## src/rtl/reg_wb_arbiter.sv

```systemverilog
// Writeback arbiter: round-robin between the ALU and load-unit channels onto one
// register-file write port, plus a pending-writeback scoreboard for hazard queries.
module reg_wb_arbiter #(
    parameter int REG_SIZE   = 32,
    parameter int NO_OF_REGS = 32,
    parameter int REGW       = $clog2(NO_OF_REGS)
) (
    input  logic                  clk_i,
    input  logic                  rst_i,
    input  logic                  alu_valid_i,
    output logic                  alu_ready_o,
    input  logic [REGW-1:0]       alu_waddr_i,
    input  logic [REG_SIZE-1:0]   alu_wdata_i,
    input  logic                  lsu_valid_i,
    output logic                  lsu_ready_o,
    input  logic [REGW-1:0]       lsu_waddr_i,
    input  logic [REG_SIZE-1:0]   lsu_wdata_i,
    output logic                  we_o,
    output logic [REGW-1:0]       waddr_o,
    output logic [REG_SIZE-1:0]   wdata_o,
    input  logic                  iss_valid_i,
    input  logic [REGW-1:0]       iss_rd_i,
    input  logic [REGW-1:0]       chk_addr1_i,
    input  logic [REGW-1:0]       chk_addr2_i,
    output logic                  busy1_o,
    output logic                  busy2_o,
    output logic [NO_OF_REGS-1:0] pending_o
);

    logic                  alu_gnt_s;
    logic                  lsu_gnt_s;
    logic                  last_lsu_q;
    logic                  last_lsu_d;
    logic                  we_q;
    logic                  we_d;
    logic [REGW-1:0]       waddr_q;
    logic [REGW-1:0]       waddr_d;
    logic [REG_SIZE-1:0]   wdata_q;
    logic [REG_SIZE-1:0]   wdata_d;
    logic [NO_OF_REGS-1:0] pending_q;
    logic [NO_OF_REGS-1:0] pending_d;
    logic                  busy1_s;
    logic                  busy2_s;

    // Grant: sole requester wins; on contention the channel that did not win last time wins.
    always_comb begin
        alu_gnt_s = 1'b0;
        lsu_gnt_s = 1'b0;
        if (rst_i) begin
            alu_gnt_s = 1'b0;
            lsu_gnt_s = 1'b0;
        end else begin
            case ({alu_valid_i, lsu_valid_i})
                2'b10:   alu_gnt_s = 1'b1;
                2'b01:   lsu_gnt_s = 1'b1;
                2'b11: begin
                    alu_gnt_s = last_lsu_q;
                    lsu_gnt_s = ~last_lsu_q;
                end
                default: begin
                    alu_gnt_s = 1'b0;
                    lsu_gnt_s = 1'b0;
                end
            endcase
        end
    end

    // Next-state for the write port and round-robin pointer; x0 writes are accepted but suppressed.
    always_comb begin
        we_d       = 1'b0;
        waddr_d    = waddr_q;
        wdata_d    = wdata_q;
        last_lsu_d = last_lsu_q;
        if (alu_gnt_s) begin
            we_d       = (alu_waddr_i != '0);
            waddr_d    = alu_waddr_i;
            wdata_d    = alu_wdata_i;
            last_lsu_d = 1'b0;
        end else if (lsu_gnt_s) begin
            we_d       = (lsu_waddr_i != '0);
            waddr_d    = lsu_waddr_i;
            wdata_d    = lsu_wdata_i;
            last_lsu_d = 1'b1;
        end else begin
            we_d       = 1'b0;
        end
    end

    // Scoreboard next-state: an issue reservation overrides a retiring write to the same register.
    always_comb begin
        pending_d    = '0;
        pending_d[0] = 1'b0;
        for (int i = 1; i < NO_OF_REGS; i++) begin
            pending_d[i] = (iss_valid_i && (iss_rd_i == REGW'(i))) ||
                           (pending_q[i] && !(we_q && (waddr_q == REGW'(i))));
        end
    end

    // Hazard query lookup; register 0 is never pending so it reads as not busy.
    always_comb begin
        busy1_s = 1'b0;
        busy2_s = 1'b0;
        for (int i = 0; i < NO_OF_REGS; i++) begin
            busy1_s = busy1_s | (pending_q[i] & (chk_addr1_i == REGW'(i)));
            busy2_s = busy2_s | (pending_q[i] & (chk_addr2_i == REGW'(i)));
        end
    end

    // State registers; reset leaves the LSU as last winner so the ALU takes the first contest.
    always_ff @(posedge clk_i) begin
        if (rst_i) begin
            last_lsu_q <= 1'b1;
            we_q       <= 1'b0;
            waddr_q    <= '0;
            wdata_q    <= '0;
            pending_q  <= '0;
        end else begin
            last_lsu_q <= last_lsu_d;
            we_q       <= we_d;
            waddr_q    <= waddr_d;
            wdata_q    <= wdata_d;
            pending_q  <= pending_d;
        end
    end

    assign alu_ready_o = alu_gnt_s;
    assign lsu_ready_o = lsu_gnt_s;
    assign we_o        = we_q;
    assign waddr_o     = waddr_q;
    assign wdata_o     = wdata_q;
    assign busy1_o     = busy1_s;
    assign busy2_o     = busy2_s;
    assign pending_o   = pending_q;

endmodule
```

## config.mk

```make
export PLATFORM = sky130hd
export DESIGN_NAME = reg_wb_arbiter
export DESIGN_NICKNAME = d
export VERILOG_FILES = /design/src/rtl/reg_wb_arbiter.sv
export SDC_FILE = /design/constraint.sdc
export NUM_CORES = 1
export LEC_CHECK = 0
export ABC_AREA = 1
export CORE_MARGIN = 2
export CORE_UTILIZATION = 30
export DETAILED_ROUTE_END_ITERATION = 7
export PLACE_DENSITY = 0.7
export SLEW_MARGIN = 20
export SYNTH_ARGS = -nofsm -noshare
export SYNTH_HDL_FRONTEND = slang
export SYNTH_SLANG_ARGS = --single-unit
```

## constraint.sdc

```tcl
create_clock -name clk_i -period 2.1 [get_ports clk_i]
set_input_delay 0.63 -clock clk_i [delete_from_list [all_inputs] [get_ports clk_i]]
set_output_delay 0.63 -clock clk_i [all_outputs]
set_load 0.01 [all_outputs]
```

---- After elaboration in Yosys (flattened, before gate mapping) ----
Cells that the tools add are included.
W data, S select, Z words.
cells by class
  multiplexer cells ....................... 12
  eq/ne operators ......................... 127
  bitwise logic cells ..................... 127
  reductions and logical operators ........ 160
operators by type and width
  operator              count
  $eq A5 B5 Y1 const B  64
  $eq A5 B4 Y1 const B  32
  $logic_and A1 B1 Y1   93
  $eq A5 B3 Y1 const B  16
  $and A1 B1 Y1         64
  $mux W32              2
  $or A1 B1 Y1          62
  $eq A5 B2 Y1 const B  8
  $logic_not A1 Y1      31
  $logic_or A1 B1 Y1    31
  $eq A5 B1 Y1 const B  4
  $logic_not A5 Y1      2
  $mux W5               2
  $reduce_bool A5 Y1    2
  $mux W1               6
  $eq A2 B2 Y1 const B  2
  $pmux W1 S2           2
  $eq A2 B1 Y1 const B  1
  $reduce_bool A2 Y1    1
  $not A1 Y1            1
word-level totals
  register bits ........................... 71
  output and inout port bits .............. 74
  logic and storage cells ................. 432

---- Longest topological paths before layout ----
  depth in word-level cells ............... 33
  depth in mapped cells ................... 9
  depth with buffers taken out ............ 9

---- Worst setup path before layout ----
Ideal clock, no wire load.
  kind .................................... input -> output
  start point ............................. input port chk_addr2_i[3]
  end point ............................... output port busy2_o
  arrival time ............................ 1.428 ns
  setup slack ............................. 0.042 ns
  data required time ...................... 1.470 ns
  stages on the path ...................... 9
  path through ............................ nor2_1 inv_1 nor2_1 nand2_1 nand2_1 nor2_1 nand2_1 nor2_1 nor2_1
on the way
  cells in the longest elaborated chain, start to end .. 33
  elaborated cells on any way between the ends .. 95
  those cells by class .................... eq/ne (31); bitwise (63); reduce/logical (1)
ends and longest elaborated chain
  element                                           RTL line  text
  start, declared                                   24        input logic [REGW-1:0] chk_addr2_i,
  $eq A5 B1 Y1 or $logic_not A5 Y1 (tied branches)  105       busy2_s = busy2_s | (pending_q[i] & (chk_addr2_i == REGW'(i)));
  $and A1 B1 Y1                                     105
  $or A1 B1 Y1 (30 in series)                       105
  $or A1 B1 Y1 (*)                                  105
  end, declared                                     26        output logic busy2_o,
Mark *: on every way between the ends. The rest lies on a longest branch, timed or not.

---- Worst setup path after layout ----
  start point ............................. input port chk_addr1_i[0]
  end point ............................... output port busy1_o
on the way
  cells in the longest elaborated chain, start to end .. 33
  elaborated cells on any way between the ends .. 95
  those cells by class .................... eq/ne (31); bitwise (63); reduce/logical (1)
ends and longest elaborated chain
  element                                           RTL line  text
  start, declared                                   23        input logic [REGW-1:0] chk_addr1_i,
  $eq A5 B1 Y1 or $logic_not A5 Y1 (tied branches)  104       busy1_s = busy1_s | (pending_q[i] & (chk_addr1_i == REGW'(i)));
  $and A1 B1 Y1                                     104
  $or A1 B1 Y1 (30 in series)                       104
  $or A1 B1 Y1 (*)                                  104
  end, declared                                     25        output logic busy1_o,
Marked as above.

==> metrics.yaml <==
status: "complete, but fails checks"
violations: "negative setup slack"
place.gp.congestion: 0.9438
switching_share: 0.2734
wirelength_mm: 14.53
ys_seq_area_frac: 0.3596
worstReg2RegEnd: "wdata_o[14]"
layout.nets: 871
die_area_mm2: 0.01392
p_sw_w: 0.001023
drt-met1-wl_mm: 5.719
slew_violations: 0
slew_headroom: 0.5326
initial_core_util: 0.3076
cts_root_buffer: "clkbuf_16"
cp.depth: 10
max_stage_delay_ps: 230
setup_violations: 2
synth_seq_cells: 70
dr_wl_met2_mm: 6.935
coreArea_mm2: 0.01267
peakVddDrop_v: 0.0003263
crit_required_ps: 1470
tritoncts: "done"
hold_viol: 0
insertedDiodeCount: 0
p_int_w: 0.002720
via_count: 4641
drive_gt1_frac: 0.1368
synth_ff_type: "dfxtp_1"
top_layer: "met4"
layout_common_cells: "171 x nand2_1, 150 x clkdlybuf4s50_1, 67 x dfxtp_1, 63 x a21oi_1, 54 x nor2_1"
portBuffers: 166
cpMostUsedCell: "nor2_1"
via_per_inst: 4.865
htree_levels: 3
crit_path_end: "busy1_o"
wl_per_cell_um: 15.23
power_frac_comb: 0.210
crit_slowest_cell: "nor2_4"
antenna_found_initial: 0
cp_num_buf_inv: 3
syn_nets: 695
postRouteAntennaNets: 0
async_reset_ff_frac: 0
rsz0062_at_grt: "true"
clk_transition_reported_paths_ps: 60
syn2layout_area_growth_pct: 60.39
fin_util: 0.4933
final_common_cell: "nand2_1"
power_leakage_nw: 2.426
firstDrtPassIters: 4
ff_latch_area_mm2: 0.001405
period_share: 1.077
setup_ws_ps: -162.1
clk_path_buf_depth: 2
grt_max_degree: 68
yosys_warnings: 0
synth_cell_types: 28
synth_cells: 601
postSynthAreaPerCell_um2: 6.485
reg2reg_depth: 8
clkPwrFrac: 0.404
drc: 0
grt_usage: 0.2116
die_x_um: 118.0
cp-end-kind: "output pin"
crit_family: "simple AND/OR/NAND/NOR gates"
path_class: "in2out"
critPathLaunchType: "input pin"
ctsHoldBuffers: 0
synth_edf_count: 0
cp-startpoint: "chk_addr1_i[0]"
dpl.hpwl_mm: 11.16
rows: 41
arrival_ps: 1630
grt.overflow.total: 0
die_h_um: 118.0
hp-start: "wdata_o[13]"
wl_met3_mm: 1.399
syn_area_mm2: 0.003897
placed_area_mm2: 0.005846
grt_pass1_vias: 4581
hold_class: "reg2reg"
multiInputGateArea_mm2: 0.002307
fin_crit_ps: 2262
fill_cells: 1342
ff2ff_setup_slack_ps: 560
setup_tns_ps: -320.4
crit_chain: "buf_6 -> nor2_4 -> buf_4 -> nand3_2 -> nand2_1 -> nor2_1 -> nand2_1 -> nor2_1 -> nor2_1 -> buf_2"
power.density_mw_per_mm2: 598.9
drt-initial-drc-count: 305
max-cap-violations: 0
clock_latency_ps: 340
final_area_mm2: 0.006251
grt_pass1_wl_mm: 23.46
sequentialPowerShare: 0.386
clock_sink_count: 70
finalClockSkew_ps: 10.22
boundaryPins: 168
path_max_fanout: 8
fmax_mhz: 442.1
numCtsBuffers: 9
worst_slew_pin_slew_ps: 701.1
r2r-start: "last_lsu_q"
==> worst min-delay path: cells and delay by family (launching register included) <==
| family | cells | cell delay (ps) |
|---|---|---|
| AO/OA/AOI/OAI | 1 | 50 |
| AND/OR/NAND/NOR | 1 | 60 |
| flip-flops | 1 | 300 |
==> logic make-up (layout without fill, tap and decap cells) <==
kind of cell	Yosys count	after routing	synth area share
other	1	1	0.0009622
AOI/OAI and AO/OA	134	134	0.1965
DFF	70	70	0.3595
and+or+nand+nor	328	328	0.3579
buffers and inverters	68	249	0.08507
==> routing by layer <==
layer  vias to the layer above  track usage
met1                      2068       0.2388
li1                       2328            -
met3                        32      0.07267
met5                         -            0
met2                       213       0.3561
met4                         0       0.1024
==> cells in the mapped netlist (all sizes together) (4+ instances only) <==
library cell	n	area [um2]
a21oi	63	315.3
a31oi	4	25.02
buf	15	123.9
clkbuf	11	42.54
dfxtp	70	1401
inv	41	156.4
nand2	180	685.7
nand3	42	222.7
nor2	70	262.8
o211ai	35	262.8
o21ai	31	155.2
or2	34	212.7
==> metrics by stage <==
step / cells / worst slack (ps) / power (W) / hold WS [ps]
finish: 954 / -162.1 / 0.003744 / 461.8
global route: 954 / -269.5 / 0.003919 / 479.9
CTS: 952 / -128.4 / 0.003775 / 463.3
detailed placement: 942 / -983.6 / 0.002240 / 454.3
global placement: 942 / -1018 / 0.002239 / 451.6
floorplan: 601 / 42.36 / 0.001804 / 449.9
==> power by group through the flow <==
stage	sequential [W]	combinational, W	clock (W)
after CTS	0.00145	0.000785	0.00154
after floorplan	0.00149	0.000310	0
after global placement	0.00147	0.000767	0
after global routing	0.00145	0.000857	0.00161
final	0.00145	0.000785	0.00151
after detailed placement	0.00147	0.000767	0
==> layout make-up <==
cell class                 instances  share of cell area
sequential                        70              0.2248
clock inverter                     7             0.01181
tap                              172             0.03443
clock buffer                       9             0.03603
inverter                          42             0.02722
timing repair buffer             191              0.2966
multi-input combinational        463              0.3691
==> repair_timing <==
action / 4_1_cts / 5_1_grt
pin swaps: 25 / 2
endpoints found under the setup margin: 7 / 2
gates resized for setup: 115 / 3
setup buffers: 0 / 2
cloned: 0 / 0
==> state kept, by name (all words and copies together), names as in the netlist <==
| register | count |
|---|---|
| wdata_o | 32 |
| pending_o | 31 |
| last_lsu_q | 1 |
| we_o | 1 |
| waddr_o | 5 |
==> worst min-delay path by stage <==
stage | to | slack, ps | cells past startpoint
2_1_floorplan | last_lsu_q | 450 | 2
3_3_place_gp | wdata_o[16] | 450 | 2
3_5_place_dp | wdata_o[7] | 450 | 2
4_1_cts | wdata_o[7] | 460 | 2
5_1_grt | wdata_o[27] | 480 | 2
6_report | wdata_o[13] | 460 | 2
(Power assumes the default switching activity.)
